**src/rtl/conv_lane_serializer.sv**
```systemverilog
// conv_lane_serializer
// Captures a parallel bank of convolution lanes on a load handshake and
// streams the first len_eff lanes out one sample per beat over valid/ready,
// tagging each sample with its lane index and marking the final beat.
module conv_lane_serializer #(
  parameter int unsigned DATA_W = 16,
  parameter int unsigned LANES  = 64,
  parameter int unsigned IDX_W  = 6
) (
  input  logic                    clk,
  input  logic                    rst_n,
  input  logic                    load_valid,
  output logic                    load_ready,
  input  logic [IDX_W:0]          load_len,
  input  logic [LANES*DATA_W-1:0] par_in,
  output logic                    out_valid,
  input  logic                    out_ready,
  output logic [DATA_W-1:0]       out_data,
  output logic [IDX_W-1:0]        out_idx,
  output logic                    out_last,
  output logic                    busy
);

  typedef enum logic [0:0] {
    ST_IDLE   = 1'b0,
    ST_STREAM = 1'b1
  } state_t;

  localparam logic [IDX_W:0] LANES_L = (IDX_W+1)'(LANES);
  localparam logic [IDX_W:0] ONE_L   = (IDX_W+1)'(1);

  state_t              state_q, state_d;
  logic [DATA_W-1:0]   bank_q [LANES];
  logic [DATA_W-1:0]   bank_d [LANES];
  logic [IDX_W:0]      len_q, len_d;
  logic [IDX_W-1:0]    idx_q, idx_d;
  logic [DATA_W-1:0]   data_q, data_d;
  logic                valid_q, valid_d;
  logic                last_q, last_d;
  logic                busy_q, busy_d;

  logic [IDX_W:0]      len_eff;
  logic [IDX_W-1:0]    idx_inc;

  // Clamp the requested length to the bank size and precompute the next lane index.
  always_comb begin
    len_eff = (load_len > LANES_L) ? LANES_L : load_len;
    idx_inc = idx_q + 1'b1;
  end

  // Next-state and next-output logic for the load/stream handshake.
  always_comb begin
    state_d = state_q;
    bank_d  = bank_q;
    len_d   = len_q;
    idx_d   = idx_q;
    data_d  = data_q;
    valid_d = valid_q;
    last_d  = last_q;
    busy_d  = busy_q;

    case (state_q)
      ST_IDLE: begin
        // A zero-length request is dropped without touching the bank.
        if (load_valid && (load_len != '0)) begin
          for (int unsigned i = 0; i < LANES; i++) begin
            bank_d[i] = par_in[i*DATA_W +: DATA_W];
          end
          len_d   = len_eff;
          idx_d   = '0;
          data_d  = par_in[DATA_W-1:0];
          valid_d = 1'b1;
          last_d  = (len_eff == ONE_L);
          busy_d  = 1'b1;
          state_d = ST_STREAM;
        end
      end

      ST_STREAM: begin
        // out_valid is always high here, so acceptance is just out_ready.
        if (out_ready) begin
          if (last_q) begin
            valid_d = 1'b0;
            last_d  = 1'b0;
            busy_d  = 1'b0;
            state_d = ST_IDLE;
          end else begin
            idx_d  = idx_inc;
            data_d = bank_q[idx_inc];
            last_d = ({1'b0, idx_inc} == (len_q - ONE_L));
          end
        end
      end

      default: begin
        state_d = ST_IDLE;
      end
    endcase
  end

  // State, captured bank and registered outputs with synchronous active-low reset.
  always_ff @(posedge clk) begin
    if (!rst_n) begin
      state_q <= ST_IDLE;
      for (int unsigned i = 0; i < LANES; i++) begin
        bank_q[i] <= '0;
      end
      len_q   <= '0;
      idx_q   <= '0;
      data_q  <= '0;
      valid_q <= 1'b0;
      last_q  <= 1'b0;
      busy_q  <= 1'b0;
    end else begin
      state_q <= state_d;
      bank_q  <= bank_d;
      len_q   <= len_d;
      idx_q   <= idx_d;
      data_q  <= data_d;
      valid_q <= valid_d;
      last_q  <= last_d;
      busy_q  <= busy_d;
    end
  end

  assign load_ready = (state_q == ST_IDLE);
  assign out_valid  = valid_q;
  assign out_data   = data_q;
  assign out_idx    = idx_q;
  assign out_last   = last_q;
  assign busy       = busy_q;

endmodule
```
**config.mk**
```make
export PLATFORM = sky130hd
export DESIGN_NAME = conv_lane_serializer
export DESIGN_NICKNAME = d
export VERILOG_FILES = /design/src/rtl/conv_lane_serializer.sv
export SDC_FILE = /design/constraint.sdc
export NUM_CORES = 2
export LEC_CHECK = 0
export CAP_MARGIN = 5
export CELL_PAD_IN_SITES_DETAIL_PLACEMENT = 1
export CELL_PAD_IN_SITES_GLOBAL_PLACEMENT = 1
export CORE_AREA = 10 10 400 402
export CTS_BUF_LIST = sky130_fd_sc_hd__clkbuf_4 sky130_fd_sc_hd__clkbuf_8
export DETAILED_ROUTE_END_ITERATION = 7
export DIE_AREA = 0 0 410 412
export GPL_TIMING_DRIVEN = 0
export PLACE_DENSITY = 0.79
export SYNTH_ARGS = -nofsm -noshare
export SYNTH_HDL_FRONTEND = slang
export SYNTH_SLANG_ARGS = --single-unit
```
**constraint.sdc**
```tcl
create_clock -name clk -period 3.92 [get_ports clk]
set_input_delay 0.784 -clock clk [delete_from_list [all_inputs] [get_ports clk]]
set_output_delay 0.784 -clock clk [all_outputs]
set_load 0.01 [all_outputs]
```
Word level (Yosys, flattened, before mapping)

Index checks and enable logic that the tools add are counted.

Input bits: 1,035
Output and inout bits: 26
Word-level logic and storage cells: 112
Flip-flop bits (word level): 1,056

Multiplexer cells: 24
Equal/unequal tests: 6
$lt $le $gt $ge: 2
Bitwise gates (word level): 2
Add/subtract/negate cells: 2
Reduce and logical (&&, ||, !) cells: 6

Operators with widths:

| operator            | number |
|---|---|
| $bmux 16 s6         | 1 |
| $mux 16             | 5 |
| $pmux 16 s2         | 1 |
| $mux 6              | 3 |
| $pmux 6 s2          | 1 |
| $mux 1              | 9 |
| $eq 6x7->1          | 1 |
| $eq 7x1->1 const B  | 1 |
| $ge 7x7->1 const B  | 1 |
| $gt 7x7->1 const B  | 1 |
| $mux 7              | 1 |
| $not 6->7           | 1 |
| $reduce_bool 7->1   | 1 |
| $sub 7x1->7 const B | 1 |
| $add 6x1->6 const B | 1 |
| $pmux 1 s2          | 3 |
| $reduce_and 3->1    | 2 |
| $ne 2x1->1 const B  | 2 |
| $ne 2x2->1 const B  | 2 |
| $reduce_and 2->1    | 2 |
| $logic_and 1x1->1   | 1 |
| $not 1->1           | 1 |

Longest topological paths before layout

Depth after elaboration: 8
Depth in mapped cells: 10
Gate-level depth less buffers: 7

Worst setup path before layout

OpenSTA, ideal clock, no wires.

Path kind: register -> register
Start: reg idx_q[1], in the netlist out_idx[1]
End: reg data_q[10], in the netlist out_data[10]
Path buffers: 2
Library setup time: 134 ps
Slack: 1,300 ps
Cell stages (with the launch flop): 8
Data arrival time: 2,486 ps
Required time: 3,786 ps
Clock period less this slack: 2,620 ps
Cell sequence: dfxtp_1 ha_1 buf_2 buf_1 mux4_2 mux4_2 nand2_1 a41oi_1

Cells in the longest elaborated chain, start to end: 8

Ends and longest elaborated chain:

| item                                       | line | RTL |
|---|---|---|
| start: declaration                         | 36   | `logic [IDX_W-1:0] idx_q, idx_d;` |
| start signal: assignment                   | 118  | `idx_q <= idx_d;` |
| $add 6x1->6                                | 48   | `idx_inc = idx_q + 1'b1;` |
| $not 6->7 (not written as such)            | 89   | `data_d = bank_q[idx_inc];` |
| $bmux 16 s6                                | 89   |  |
| $mux 16 (not written as such) (2 in a row) | 89   |  |
| $mux 16                                    | 82   | `if (last_q) begin` |
| $mux 16                                    | 81   | `if (out_ready) begin` |
| $pmux 16 s2                                | 62   | `case (state_q)` |
| end signal: assignment                     | 119  | `data_q <= data_d;` |
| end: declaration                           | 37   | `logic [DATA_W-1:0] data_q, data_d;` |

No other way between the ends. The select of a mux whose other input is x is not followed.
A chain may end at the register's enable or synchronous reset.

Final worst setup path

Start: reg idx_q[1], in the netlist out_idx[1]
End: reg data_q[8], in the netlist out_data[8]

Same word-level chain as after synthesis.

==> flow_summary.json <==
{
  "yosys_warnings": 0,
  "cpMaxStageDelayCell": "dfxtp_1",
  "clockBufferDepth": 3,
  "io_buffer_count": 1058,
  "cts_tree": "built",
  "clkPwrFrac_pct": 39.5,
  "clk_root_buffer_cell": "clkbuf_8",
  "die_h_um": 412,
  "wl_per_cell_um": 31.1,
  "power_switching_mw": 7.72,
  "hold_violations": 0,
  "h-tree-depth": 4,
  "critPathTopFamily": "buffers and inverters",
  "hold_path_class": "input pin to register",
  "switching_share_pct": 28.9,
  "vias_per_cell": 5.31,
  "final_cells": 9041,
  "dr_wl_met3_um": 21200,
  "drt_wl_total_um": 281000,
  "peakVddDrop_mv": 0.314,
  "r2r_slack_ps": -90,
  "dp.cells": 8683,
  "period_needed_ps": 4010,
  "ys.flop_type": "dfxtp_1",
  "antenna_found_initial": 77,
  "synth_top_area_cell": "dfxtp_1",
  "synth_nets": 6627,
  "worstSetupEndpoint": "out_data[8]$_SDFFE_PN0P_",
  "report.final.slew_viol_count": 0,
  "place.gp.congestion": 0.966,
  "worstReg2RegStart": "out_idx[1]$_SDFFE_PN0P_",
  "criticalPathCategory": "register to register",
  "cp.arrival_ps": 4780,
  "via_count": 48000,
  "m1WireLength_um": 108000,
  "endpoint_kind": "register",
  "areaGrowthSynthToFinish_pct": 36.4,
  "postRouteAntennaNets": 0,
  "place_hpwl_um": 232000,
  "die_x_um": 410,
  "startpoint": "out_idx[1]$_SDFFE_PN0P_",
  "path_depth": 10,
  "cts-buffers-inserted": 181,
  "clk_pin_slew_ps": 60,
  "r2r_cells": 10,
  "cts_hold_buffers": 0,
  "power_frac_comb_pct": 16.4,
  "core_um2": 152000,
  "finalSetupViolCount": 3,
  "hold_start": "load_len[6]",
  "power.leakage_nw": 22.9,
  "cts_sinks": 1056,
  "async_reset_ff_share_pct": 0,
  "grt_usage_pct": 31.6,
  "cp_data_required_time_ps": 4690,
  "dr.pass1.iters": 7,
  "worstPathCellList": "ha_2 -> buf_2 -> buf_4 -> buf_2 -> clkbuf_4 -> mux4_2 -> nand2_1 -> nand3_1 -> nand3_1 -> a41oi_1",
  "final_common_cell": "nand2_1",
  "wl_met2_um": 135000,
  "worst_hold_slack_ps": 287,
  "highest_layer": "met5",
  "yosys-top-cells-area": "dfxtp_1 45%, nand2_1 19%, a21boi_0 16%",
  "slowest_delay_ps": 470,
  "grt_pass1_wl_um": 380000,
  "final.setup.worst_slack_ps": -87.4,
  "synth.distinct_cells": 48,
  "max_slew_margin_pct": 15.8,
  "syn_area_um2": 47200,
  "n_fill_cell": 18100,
  "ys_ff_latch": 1056,
  "insertion_delay_ps": 960,
  "pwr-share-seq_pct": 44.1,
  "mostFrequentLayoutCells": "2394 x nand2_1, 1058 x clkdlybuf4s50_1, 1056 x dfxtp_1, 1031 x a21boi_0, 342 x clkbuf_1",
  "failed_checks": "negative setup slack",
  "grt_max_degree": 17,
  "drc_errors": 0,
  "grt-ovfl-total": 0,
  "synth_cells": 5590,
  "num-nets-final": 7871,
  "layout-drive-gt1-share_pct": 9.15,
  "cts_resized": 49,
  "synth-edff-count": 0,
  "finClkSkew_ps": 38.7,
  "status": "finished with violations",
  "multi_input_area_um2": 24300,
  "finalInstanceArea_um2": 64400,
  "avgSynthCellArea_um2": 8.45,
  "cp_num_buf_inv": 4,
  "std_cell_rows": 143,
  "dpl_worst_slack_ps": -1080,
  "cts_setup_buffers": 0,
  "dieArea_um2": 169000,
  "ff_latch_area_um2": 21100,
  "crit_fanout": 10,
  "start_util_pct": 31.2,
  "internal_power_mw": 19.0,
  "r2r-end": "out_data[8]$_SDFFE_PN0P_",
  "drv_cap": 0,
  "yosys.area.top_type_share_pct": 44.8,
  "drtIter0Drc": 4234,
  "grt_pass1_vias": 49900,
  "max_freq_mhz": 250,
  "placedInstanceArea_um2": 60400,
  "power_density_nw_per_um2": 415,
  "io_pins": 1061,
  "finalCritPeriodShare_pct": 102,
  "worstMarginPinSlew_ps": 1260,
  "setup_tns_ps": -137,
  "synth.yosys.seq_area_share_pct": 44.8,
  "cp-start-kind": "register"
}
-- per-layer routing --
layer,global-route usage [%],up-vias
met5,0,-
met4,17.1,22
met3,7.16,612
met2,54.0,2183
met1,36.7,23900
li1,-,21300
-- layout make-up --
type	count	area share, %
antenna	59	0.229
buffer	466	3.10
clock buffer	283	5.40
clock inverter	18	0.280
inverter	3	0.0175
multi-input combinational	4063	37.7
sequential	1056	32.8
tap	2030	3.94
timing repair buffer	1063	16.5
-- registers in the layout, summed over array words and instances (netlist names) --
| register | cells |
|---|---|
| out_data | 16 |
| out_idx | 6 |
| out_last | 1 |
| state_q | 1 |
| len_q | 7 |
| busy | 1 |
| bank_q | 1024 |
-- logic make-up after synthesis --
logic type,count (synthesis),share of synthesized area (%)
xor+xnor,17,0.331
buf+inv,471,4.08
fa+ha+maj,2,0.0530
compound gates,1196,18.7
mux,254,10.7
simple gates,2594,21.4
flops,1056,44.8
-- worst min path at each step --
stage	end	depth (start not counted)
2_1_floorplan	bank_q[128]$_SDFFE_PN0P_	2
3_3_place_gp	bank_q[923]$_SDFFE_PN0P_	2
3_5_place_dp	bank_q[462]$_SDFFE_PN0P_	2
4_1_cts	len_q[6]$_SDFFE_PN0P_	3
5_1_grt	len_q[6]$_SDFFE_PN0P_	3
6_report	len_q[6]$_SDFFE_PN0P_	3
-- per-stage QoR --
| stage | total power [mW] | utilization, % |
|---|---|---|
| 2_1_floorplan | 13.6 | - |
| 3_3_place_gp | 16.2 | 39.8 |
| 3_5_place_dp | 16.3 | 39.9 |
| 4_1_cts | 26.7 | 42.4 |
| 5_1_grt | 27.5 | 42.5 |
| 6_report | 26.7 | 42.5 |
-- power groups by stage --
stage | Clock (mW) | Sequential (mW) | Combinational (mW)
floorplan | 0 | 11.8 | 1.81
global placement | 0 | 12.0 | 4.23
detailed placement | 0 | 12.0 | 4.30
CTS | 10.5 | 11.8 | 4.34
global route | 11.1 | 11.8 | 4.61
finish | 10.6 | 11.8 | 4.38
-- worst register-to-register path: cells and delay by family, from the launching register on --
family / cells / cell delay (ps)
flip-flops: 1 / 470
AO/OA/AOI/OAI: 1 / 190
multiplexers: 1 / 480
buffers and inverters: 4 / 1640
adder cells (fa/ha/maj): 1 / 390
AND/OR/NAND/NOR: 3 / 680
-- cell usage after synthesis (2+ instances only) --
cell type and n:
a2111oi_0 5, a211o_1 2, a21boi_0 1031, a21oi_1 23, a22oi_1 2, a31oi_1 37, a32oi_1 36, a41oi_1 13
and2_0 2, and2_1 3, and3_1 5, buf_1 17, buf_2 78, buf_4 10, buf_6 3, clkbuf_1 360
dfxtp_1 1056, ha_1 2, inv_1 2, mux2i_1 55, mux4_2 199, nand2_1 2394, nand2b_1 4, nand3_1 123
nand3b_1 8, nand4_1 2, nor2_1 12, nor2b_1 7, nor3_1 5, nor3b_1 5, nor4_1 6, o2111ai_1 3
o21ai_0 36, o21ai_1 3, or3_1 2, or4_1 13, xnor2_1 10, xor2_1 6
Note: power is estimated with default switching activity, not from simulation.
